===== src/rtl/data_mem_arbiter_pkg.sv =====
// Shared memory-subsystem definitions: arbiter FSM encoding and requester IDs.
package data_mem_arbiter_pkg;

    // Arbiter FSM states
    typedef enum logic {
        IDLE    = 1'b0,
        RD_WAIT = 1'b1
    } arb_state_e;

    // Requester identifiers; also the bit index of each requester in grant vectors
    localparam logic REQ_CPU = 1'b0;
    localparam logic REQ_LD  = 1'b1;

    // Read-latency counter: wide enough for the legal range 1..3
    localparam int unsigned LAT_CNT_W = 2;
    typedef logic [LAT_CNT_W-1:0] lat_cnt_t;

endpackage


===== src/rtl/data_mem_arbiter_rr_arb2.sv =====
// Two-way round-robin arbiter. A single requester always wins; on contention the
// favoured requester wins and the favour passes to the other one.
module rr_arb2
    import data_mem_arbiter_pkg::*;
(
    input  logic       clk_i,
    input  logic       rst_i,
    input  logic [1:0] req_i,
    input  logic       en_i,
    output logic [1:0] gnt_o
);

    // Index of the requester that wins the next contention
    logic prio_q;
    logic prio_d;

    // Grant decode and priority update; only a contended grant moves the pointer
    always_comb begin
        gnt_o  = '0;
        prio_d = prio_q;
        if (en_i) begin
            case (req_i)
                2'b01:   gnt_o = 2'b01;
                2'b10:   gnt_o = 2'b10;
                2'b11: begin
                    gnt_o  = (prio_q == REQ_LD) ? 2'b10 : 2'b01;
                    prio_d = ~prio_q;
                end
                default: gnt_o = '0;
            endcase
        end
    end

    // Priority flop, favouring the CPU after reset
    always_ff @(posedge clk_i) begin
        if (rst_i) begin
            prio_q <= REQ_CPU;
        end else begin
            prio_q <= prio_d;
        end
    end

endmodule


===== src/rtl/data_mem_arbiter.sv =====
// Data-memory arbiter: shares one BRAM port between the CPU (r0) and the
// loader/DMA (r1). Writes retire in the grant cycle; reads block further
// grants until the BRAM data has been captured into rdata.
module data_mem_arbiter
    import data_mem_arbiter_pkg::*;
#(
    parameter int unsigned AW     = 12,
    parameter int unsigned DW     = 32,
    parameter int unsigned RD_LAT = 1
) (
    input  logic          clk,
    input  logic          rst,
    input  logic          r0_req,
    input  logic          r1_req,
    input  logic          r0_we,
    input  logic          r1_we,
    input  logic [AW-1:0] r0_addr,
    input  logic [AW-1:0] r1_addr,
    input  logic [DW-1:0] r0_wdata,
    input  logic [DW-1:0] r1_wdata,
    output logic          r0_gnt,
    output logic          r1_gnt,
    output logic          r0_rvalid,
    output logic          r1_rvalid,
    output logic [DW-1:0] rdata,
    output logic          mem_en,
    output logic          mem_we,
    output logic [AW-1:0] mem_addr,
    output logic [DW-1:0] mem_wdata,
    input  logic [DW-1:0] mem_rdata
);

    if (RD_LAT < 1 || RD_LAT > 3) begin : g_bad_rd_lat
        $error("data_mem_arbiter: RD_LAT must be in 1..3");
    end

    arb_state_e    state_q;
    lat_cnt_t      cnt_q;
    logic          owner_q;
    logic [DW-1:0] rdata_q;
    logic          r0_rvalid_q;
    logic          r1_rvalid_q;

    logic [1:0]    req_vec;
    logic [1:0]    gnt_vec;
    logic          arb_en;

    assign req_vec = {r1_req, r0_req};
    // Grants only from IDLE, and never while reset is asserted
    assign arb_en  = (state_q == IDLE) && !rst;

    rr_arb2 u_rr_arb2 (
        .clk_i (clk),
        .rst_i (rst),
        .req_i (req_vec),
        .en_i  (arb_en),
        .gnt_o (gnt_vec)
    );

    assign r0_gnt    = gnt_vec[REQ_CPU];
    assign r1_gnt    = gnt_vec[REQ_LD];
    assign r0_rvalid = r0_rvalid_q;
    assign r1_rvalid = r1_rvalid_q;
    assign rdata     = rdata_q;

    // BRAM port mux: drive the granted requester's command, idle otherwise
    always_comb begin
        mem_en    = 1'b0;
        mem_we    = 1'b0;
        mem_addr  = '0;
        mem_wdata = '0;
        if (gnt_vec[REQ_LD]) begin
            mem_en    = 1'b1;
            mem_we    = r1_we;
            mem_addr  = r1_addr;
            mem_wdata = r1_wdata;
        end else if (gnt_vec[REQ_CPU]) begin
            mem_en    = 1'b1;
            mem_we    = r0_we;
            mem_addr  = r0_addr;
            mem_wdata = r0_wdata;
        end
    end

    // Read-sequencing FSM: launch on a read grant, count down the BRAM latency,
    // capture data and pulse the owner's rvalid on the following cycle
    always_ff @(posedge clk) begin
        if (rst) begin
            state_q     <= IDLE;
            cnt_q       <= '0;
            owner_q     <= REQ_CPU;
            rdata_q     <= '0;
            r0_rvalid_q <= 1'b0;
            r1_rvalid_q <= 1'b0;
        end else begin
            r0_rvalid_q <= 1'b0;
            r1_rvalid_q <= 1'b0;
            case (state_q)
                IDLE: begin
                    if (mem_en && !mem_we) begin
                        cnt_q   <= lat_cnt_t'(RD_LAT);
                        owner_q <= gnt_vec[REQ_LD] ? REQ_LD : REQ_CPU;
                        state_q <= RD_WAIT;
                    end
                end
                RD_WAIT: begin
                    cnt_q <= cnt_q - lat_cnt_t'(1);
                    // Counter hits zero at this edge: BRAM data is valid now
                    if (cnt_q <= lat_cnt_t'(1)) begin
                        cnt_q       <= '0;
                        rdata_q     <= mem_rdata;
                        r0_rvalid_q <= (owner_q == REQ_CPU);
                        r1_rvalid_q <= (owner_q == REQ_LD);
                        state_q     <= IDLE;
                    end
                end
                default: state_q <= IDLE;
            endcase
        end
    end

endmodule


===== config.mk =====
export PLATFORM = sky130hd
export DESIGN_NAME = data_mem_arbiter
export DESIGN_NICKNAME = d
export VERILOG_FILES = /design/src/rtl/data_mem_arbiter_pkg.sv /design/src/rtl/data_mem_arbiter_rr_arb2.sv /design/src/rtl/data_mem_arbiter.sv
export SDC_FILE = /design/constraint.sdc
export NUM_CORES = 1
export LEC_CHECK = 0
export CAP_MARGIN = 20
export CORE_UTILIZATION = 27
export DETAILED_ROUTE_END_ITERATION = 16
export GPL_ROUTABILITY_DRIVEN = 0
export GPL_TIMING_DRIVEN = 0
export PLACE_DENSITY = 0.86
export SLEW_MARGIN = 25
export SYNTH_ARGS = -nofsm -noshare
export SYNTH_HDL_FRONTEND = slang
export SYNTH_HIERARCHICAL = 1
export SYNTH_SLANG_ARGS = --single-unit

===== constraint.sdc =====
create_clock -name clk -period 2 [get_ports clk]
set_clock_uncertainty 0.05 [all_clocks]
set_input_delay 0.2 -clock clk [delete_from_list [all_inputs] [get_ports clk]]
set_output_delay 0.2 -clock clk [all_outputs]
set_load 0.1 [all_outputs]

## Word-level counts from Yosys, hierarchy flattened

Cells that the tools add are included.

- Bits in registers: 39
- Latch bits: 0
- RAM bits: 0
- ROM bits: 0
- Bits of input ports: 126
- Output and inout port bits: 82
- Logic and storage cells: 43
- Memories: 0

- $add $sub $neg: 1
- Multiply operators: 0
- Divide/modulo/power cells: 0
- $lt $le $gt $ge: 1
- Equality and inequality tests: 4
- Shifts and indexed selects: 0
- Muxes and demuxes: 18
- Bitwise gates (word level): 4
- Reduce and logical (&&, ||, !) cells: 8

Operators by type and width:

| cell | count |
|---|---|
| $mux W32 | 2 |
| $mux W12 | 2 |
| $mux W2 | 4 |
| $mux W1 | 7 |
| $pmux W2 S3 | 1 |
| $reduce_and A2 Y1 | 3 |
| $eq A2 B2 Y1 const B | 2 |
| $not A1 Y1 | 4 |
| $pmux W2 S2 | 1 |
| $reduce_or A3 Y1 | 1 |
| $eq A2 B1 Y1 const B | 1 |
| $le A2 B1 Y1 const B | 1 |
| $logic_and A1 B1 Y1 | 2 |
| $logic_not A1 Y1 | 2 |
| $ne A2 B1 Y1 const B | 1 |
| $pmux W1 S2 | 1 |
| $sub A2 B1 Y2 const B | 1 |

## Logic depth before layout (Yosys ltp)

- Depth in word-level cells: 9
- Mapped depth: 7
- Mapped depth without buffers: 6

## Cells and area by module

Netlist, hierarchy kept.

Modules (own cells, without submodules):

| module | times used | cells an instance | area an instance (um^2) | sequential area each (um^2) |
|---|---|---|---|---|
| data_mem_arbiter | 1 | 153 | 1669.1 | 760.7 |
| rr_arb2 | 1 | 10 | 72.6 | 20.0 |

## Worst setup path before layout

OpenSTA, ideal clock, no wires.

- Path kind: register to output
- Start: register state_q
- End: output mem_wdata[30]
- Arrival: 4.428 ns
- Required time: 1.750 ns
- Slack: -2.678 ns
- Cell stages (with the launch flop): 6
- Path buffers: 0
- Cells stage by stage: dfxtp_1 > nor2_1 > nand2_1 > a21oi_1 > nand2_1 > o21ai_0

- Longest elaborated chain between the ends: 5

RTL lines:

| element | line | RTL |
|---|---|---|
| from (decl) | data_mem_arbiter.sv:37 | `arb_state_e state_q;` |
| from (signal assigned) | data_mem_arbiter.sv:89 | `state_q <= IDLE;` |
| from (signal assigned) | data_mem_arbiter.sv:103 | `state_q <= RD_WAIT;` |
| from (signal assigned) | data_mem_arbiter.sv:114 | `state_q <= IDLE;` |
| $not A1 Y1 (no source line) | - |  |
| $logic_and A1 B1 Y1 | data_mem_arbiter.sv:50 | `assign arb_en = (state_q == IDLE) && !rst;` |
| via arb_en | data_mem_arbiter.sv:46 | `logic arb_en;` |
| $mux W2 | data_mem_arbiter_rr_arb2.sv:21 | `if (en_i) begin` |
| via r0_gnt | data_mem_arbiter.sv:21 | `output logic r0_gnt,` |
| $mux W32 | data_mem_arbiter.sv:77 | `end else if (gnt_vec[REQ_CPU]) begin` |
| $mux W32 | data_mem_arbiter.sv:72 | `if (gnt_vec[REQ_LD]) begin` |
| to (decl) | data_mem_arbiter.sv:29 | `output logic [DW-1:0] mem_wdata,` |

The timed path passes the listed nets, and every way through them passes these cells.

## Final worst setup path

- Start: register state_q
- End: output mem_wdata[2]

- Longest elaborated chain between the ends: 5

RTL lines:

| element | line |
|---|---|
| $not A1 Y1 (no source line) * | - |
| $logic_and A1 B1 Y1 * | data_mem_arbiter.sv:50 |
| via arb_en | data_mem_arbiter.sv:46 |
| $mux W2 * | data_mem_arbiter_rr_arb2.sv:21 |
| $mux W32 | data_mem_arbiter.sv:77 |
| $mux W32 * | data_mem_arbiter.sv:72 |

The timed path passes the listed nets; every way through them passes the cells marked *.

==> results.cfg <==
[power_and_ir_drop]
power.internal_mw = 1.940
p_leak_nw = 2.387
power_mw = 3.359
switchingPower_mw = 1.418
seqPwrFrac = 0.251
comb_power_share = 0.557
p_clk_frac = 0.192
swShare = 0.4223
irDropWorstVdd_v = 0.0006705
power_density_mw_per_mm2 = 644.8

[synthesis]
synth_edf_count = 0
synth_xor_area_frac = 0
synthTopCellsByCount = 72 x a22o_1, 39 x dfxtp_1, 11 x buf_2
ys.flop_type = dfxtp_1
synthMuxAreaShare = 0.008621
ys_ff_latch = 39
synth.distinct_cells = 24
yosysTopAreaCell = dfxtp_1
yosys.area_share.simple = 0.05963
syn-instance-count = 163
synthArstFlopShare = 0
synth.top_cell.area_share = 0.4483
synth_compound_area_frac = 0.4217
syn_nets = 289
yosysWarnings = 6
synth_top_family_by_area = compound AO/OA/AOI/OAI gates
yosysMostFrequentCell = a22o_1
synth_seq_area_share = 0.4483
synth.cell_area_mm2 = 0.001742
syn_avg_cell_area_um2 = 10.69
ys_top_cells_by_area = dfxtp_1 45%, a22o_1 36%, buf_2 3.2%, a22o_2 2.3%, buf_6 1.9%
synth_adder_area_share = 0

[global_route]
grt_pass1_wl_um = 13860
grt_overflow_total = 0
grt_max_degree = 14
antenna_found_initial = 1
busiest_layer = met2
grtUsageMet2 = 0.5488
met3_usage = 0.09890
grtUsageTotal = 0.2849
grt_pass1_vias = 2526
use_met1 = 0.2787

[floorplan]
fp.dieW_um = 82.32
die_area_mm2 = 0.006776
coreArea_mm2 = 0.006061
num_rows = 28
die_h_um = 82.32
start_util = 0.2874
ioPinCount = 208

[clocking]
h-tree-depth = 2
tritoncts = built
path_clk_slew_ns = 0.08
cts_buffer_depth = 2
cts_buffers = 5
cts_root_buffer = clkbuf_8
ctsHoldBuffers = 0
clock-sinks = 39
insertion_delay_ns = 0.29

[route]
wl_per_cell_um = 23.91
first_pass_iters = 4
remaining_drc_errors = 0
num_vias = 2530
drt-total-wl_um = 11360
drt_iter0_drc = 155
viasPerCell = 5.326
drtAntennaViolNets = 0

[timing]
setup_viol = 46
holdWs_ns = 0.4231
min_period_ns = 2.231
hold_violations = 0
max_slew_margin = 0.3317
rsz0062_at_grt = yes
setup_ws_ns = -0.2314
fmax_mhz = 448.2
tightest_slew_ns = 1.006
fin_crit_sh = 1.116
slew_viol_final = 0

[setup_path]
critical_path_class = flip-flop to output pin
reg2reg_depth = 8
path_max_fanout = 10
cp-start-kind = flip-flop
worst_ep_required_time_ns = 1.75
end_kind = output pin
crit_arrival_ns = 1.98

[place]
hpwl_um = 6528
portBuffers = 207

[layout]
seqCellArea_um2 = 784.5
multiInputGateArea_mm2 = 0.001292
drive_above_1_share = 0.3860
fill_cells = 283
synthToLayoutAreaGrowth_pct = 199.1
nets = 524

[run_status]
violations = negative setup slack
status = complete, but fails checks

[min_path]
hold_class = flip-flop to flip-flop
min_path_cells = 1

[run]
max-cap-violations = 0
## cells by family after synthesis
group | Yosys count
buffers and inverters | 19
muxes | 1
and+or+nand+nor | 18
AOI/OAI and AO/OA | 86
DFF | 39
## power groups by stage
stage / Clock, mW / Sequential [mW] / Combinational [mW]
2_1_floorplan: 0 / 1.11 / 0.827
3_3_place_gp: 0 / 0.859 / 1.57
3_5_place_dp: 0 / 0.861 / 1.58
4_1_cts: 0.660 / 0.840 / 1.76
5_1_grt: 0.684 / 0.847 / 1.91
6_report: 0.645 / 0.842 / 1.87
## metal layers
metal / up-vias / wire (um)
met4: 0 / 322
met1: 1223 / 3909
met5: - / 0
met3: 26 / 1121
met2: 165 / 6004
li1: 1116 / -
## state kept, by name (all words and copies together), names as in the netlist
signal,cells
rdata,32
cnt_q,2
owner_q,1
r0_rvalid,1
r1_rvalid,1
state_q,1
u_rr_arb2/prio_q,1
## final cells by class
class                           instances  share of cell area
Inverter                                3            0.002162
Buffer                                 14             0.03603
Multi-Input combinational cell        105              0.2481
Antenna cell                            1           0.0004804
Tap cell                               75             0.01802
Clock buffer                            5             0.01321
Timing Repair Buffer                  230              0.5229
Clock inverter                          3            0.008407
Sequential cell                        39              0.1506
## through the flow
step           worst slack (ns)  std cells  cell area (um^2)    util  setup TNS, ns
6_report                -0.2314        475              5209  0.8594         -7.060
3_5_place_dp             -1.320        445              4400  0.7261         -59.94
5_1_grt                 -0.2733        475              5209  0.8594         -8.886
2_1_floorplan           -0.2047        163              2235       -         -8.586
3_3_place_gp             -1.319        445              4400  0.7261         -60.19
4_1_cts                 -0.1391        458              4946  0.8161         -3.724
## path summary, 6_finish.rpt
path | slack, ns | end | startpoint
worst max-delay path | -0.23 | mem_wdata[2] | state_q$_SDFF_PP0_
worst min-delay path | 0.42 | rdata[13]$_SDFFE_PP0P_ | rdata[13]$_SDFFE_PP0P_
worst max register to register | 0.28 | owner_q$_SDFFE_PP0P_ | state_q$_SDFF_PP0_
worst min register to register | 0.42 | rdata[13]$_SDFFE_PP0P_ | rdata[13]$_SDFFE_PP0P_
## placed cells by master (no fill, tap or decap), types with 2 or more instances in the layout
master	count
inv_1	2
a22o_1	28
buf_2	3
nand2b_1	2
a21oi_4	2
nand2_2	2
clkdlybuf4s50_1	122
and2b_1	2
and2_1	2
clkbuf_16	3
buf_4	18
buf_12	53
clkbuf_4	2
buf_6	5
a22o_4	44
o21ai_0	2
a22o_2	4
dfxtp_1	38
nor2_1	2
nand2_1	3
clkbuf_8	5
dlygate4sd2_1	36
## timing repair
| item | 4_1_cts | 5_1_grt |
|---|---|---|
| cloned | 0 | 3 |
| resized for setup | 451 | 24 |
| pin swaps | 0 | 2 |
| setup buffers | 5 | 15 |
| endpoints found under the setup margin | 81 | 49 |
## worst max-delay path, cell delays in order, from the launching register on
cell	delay, ns
dfxtp_4	0.36
nor2_4	0.14
nand2_2	0.10
a21oi_4	0.18
nor2b_4	0.17
buf_6	0.16
buf_12	0.13
buf_12	0.14
a22o_4	0.14
buf_12	0.17
(Power assumes the default switching activity.)
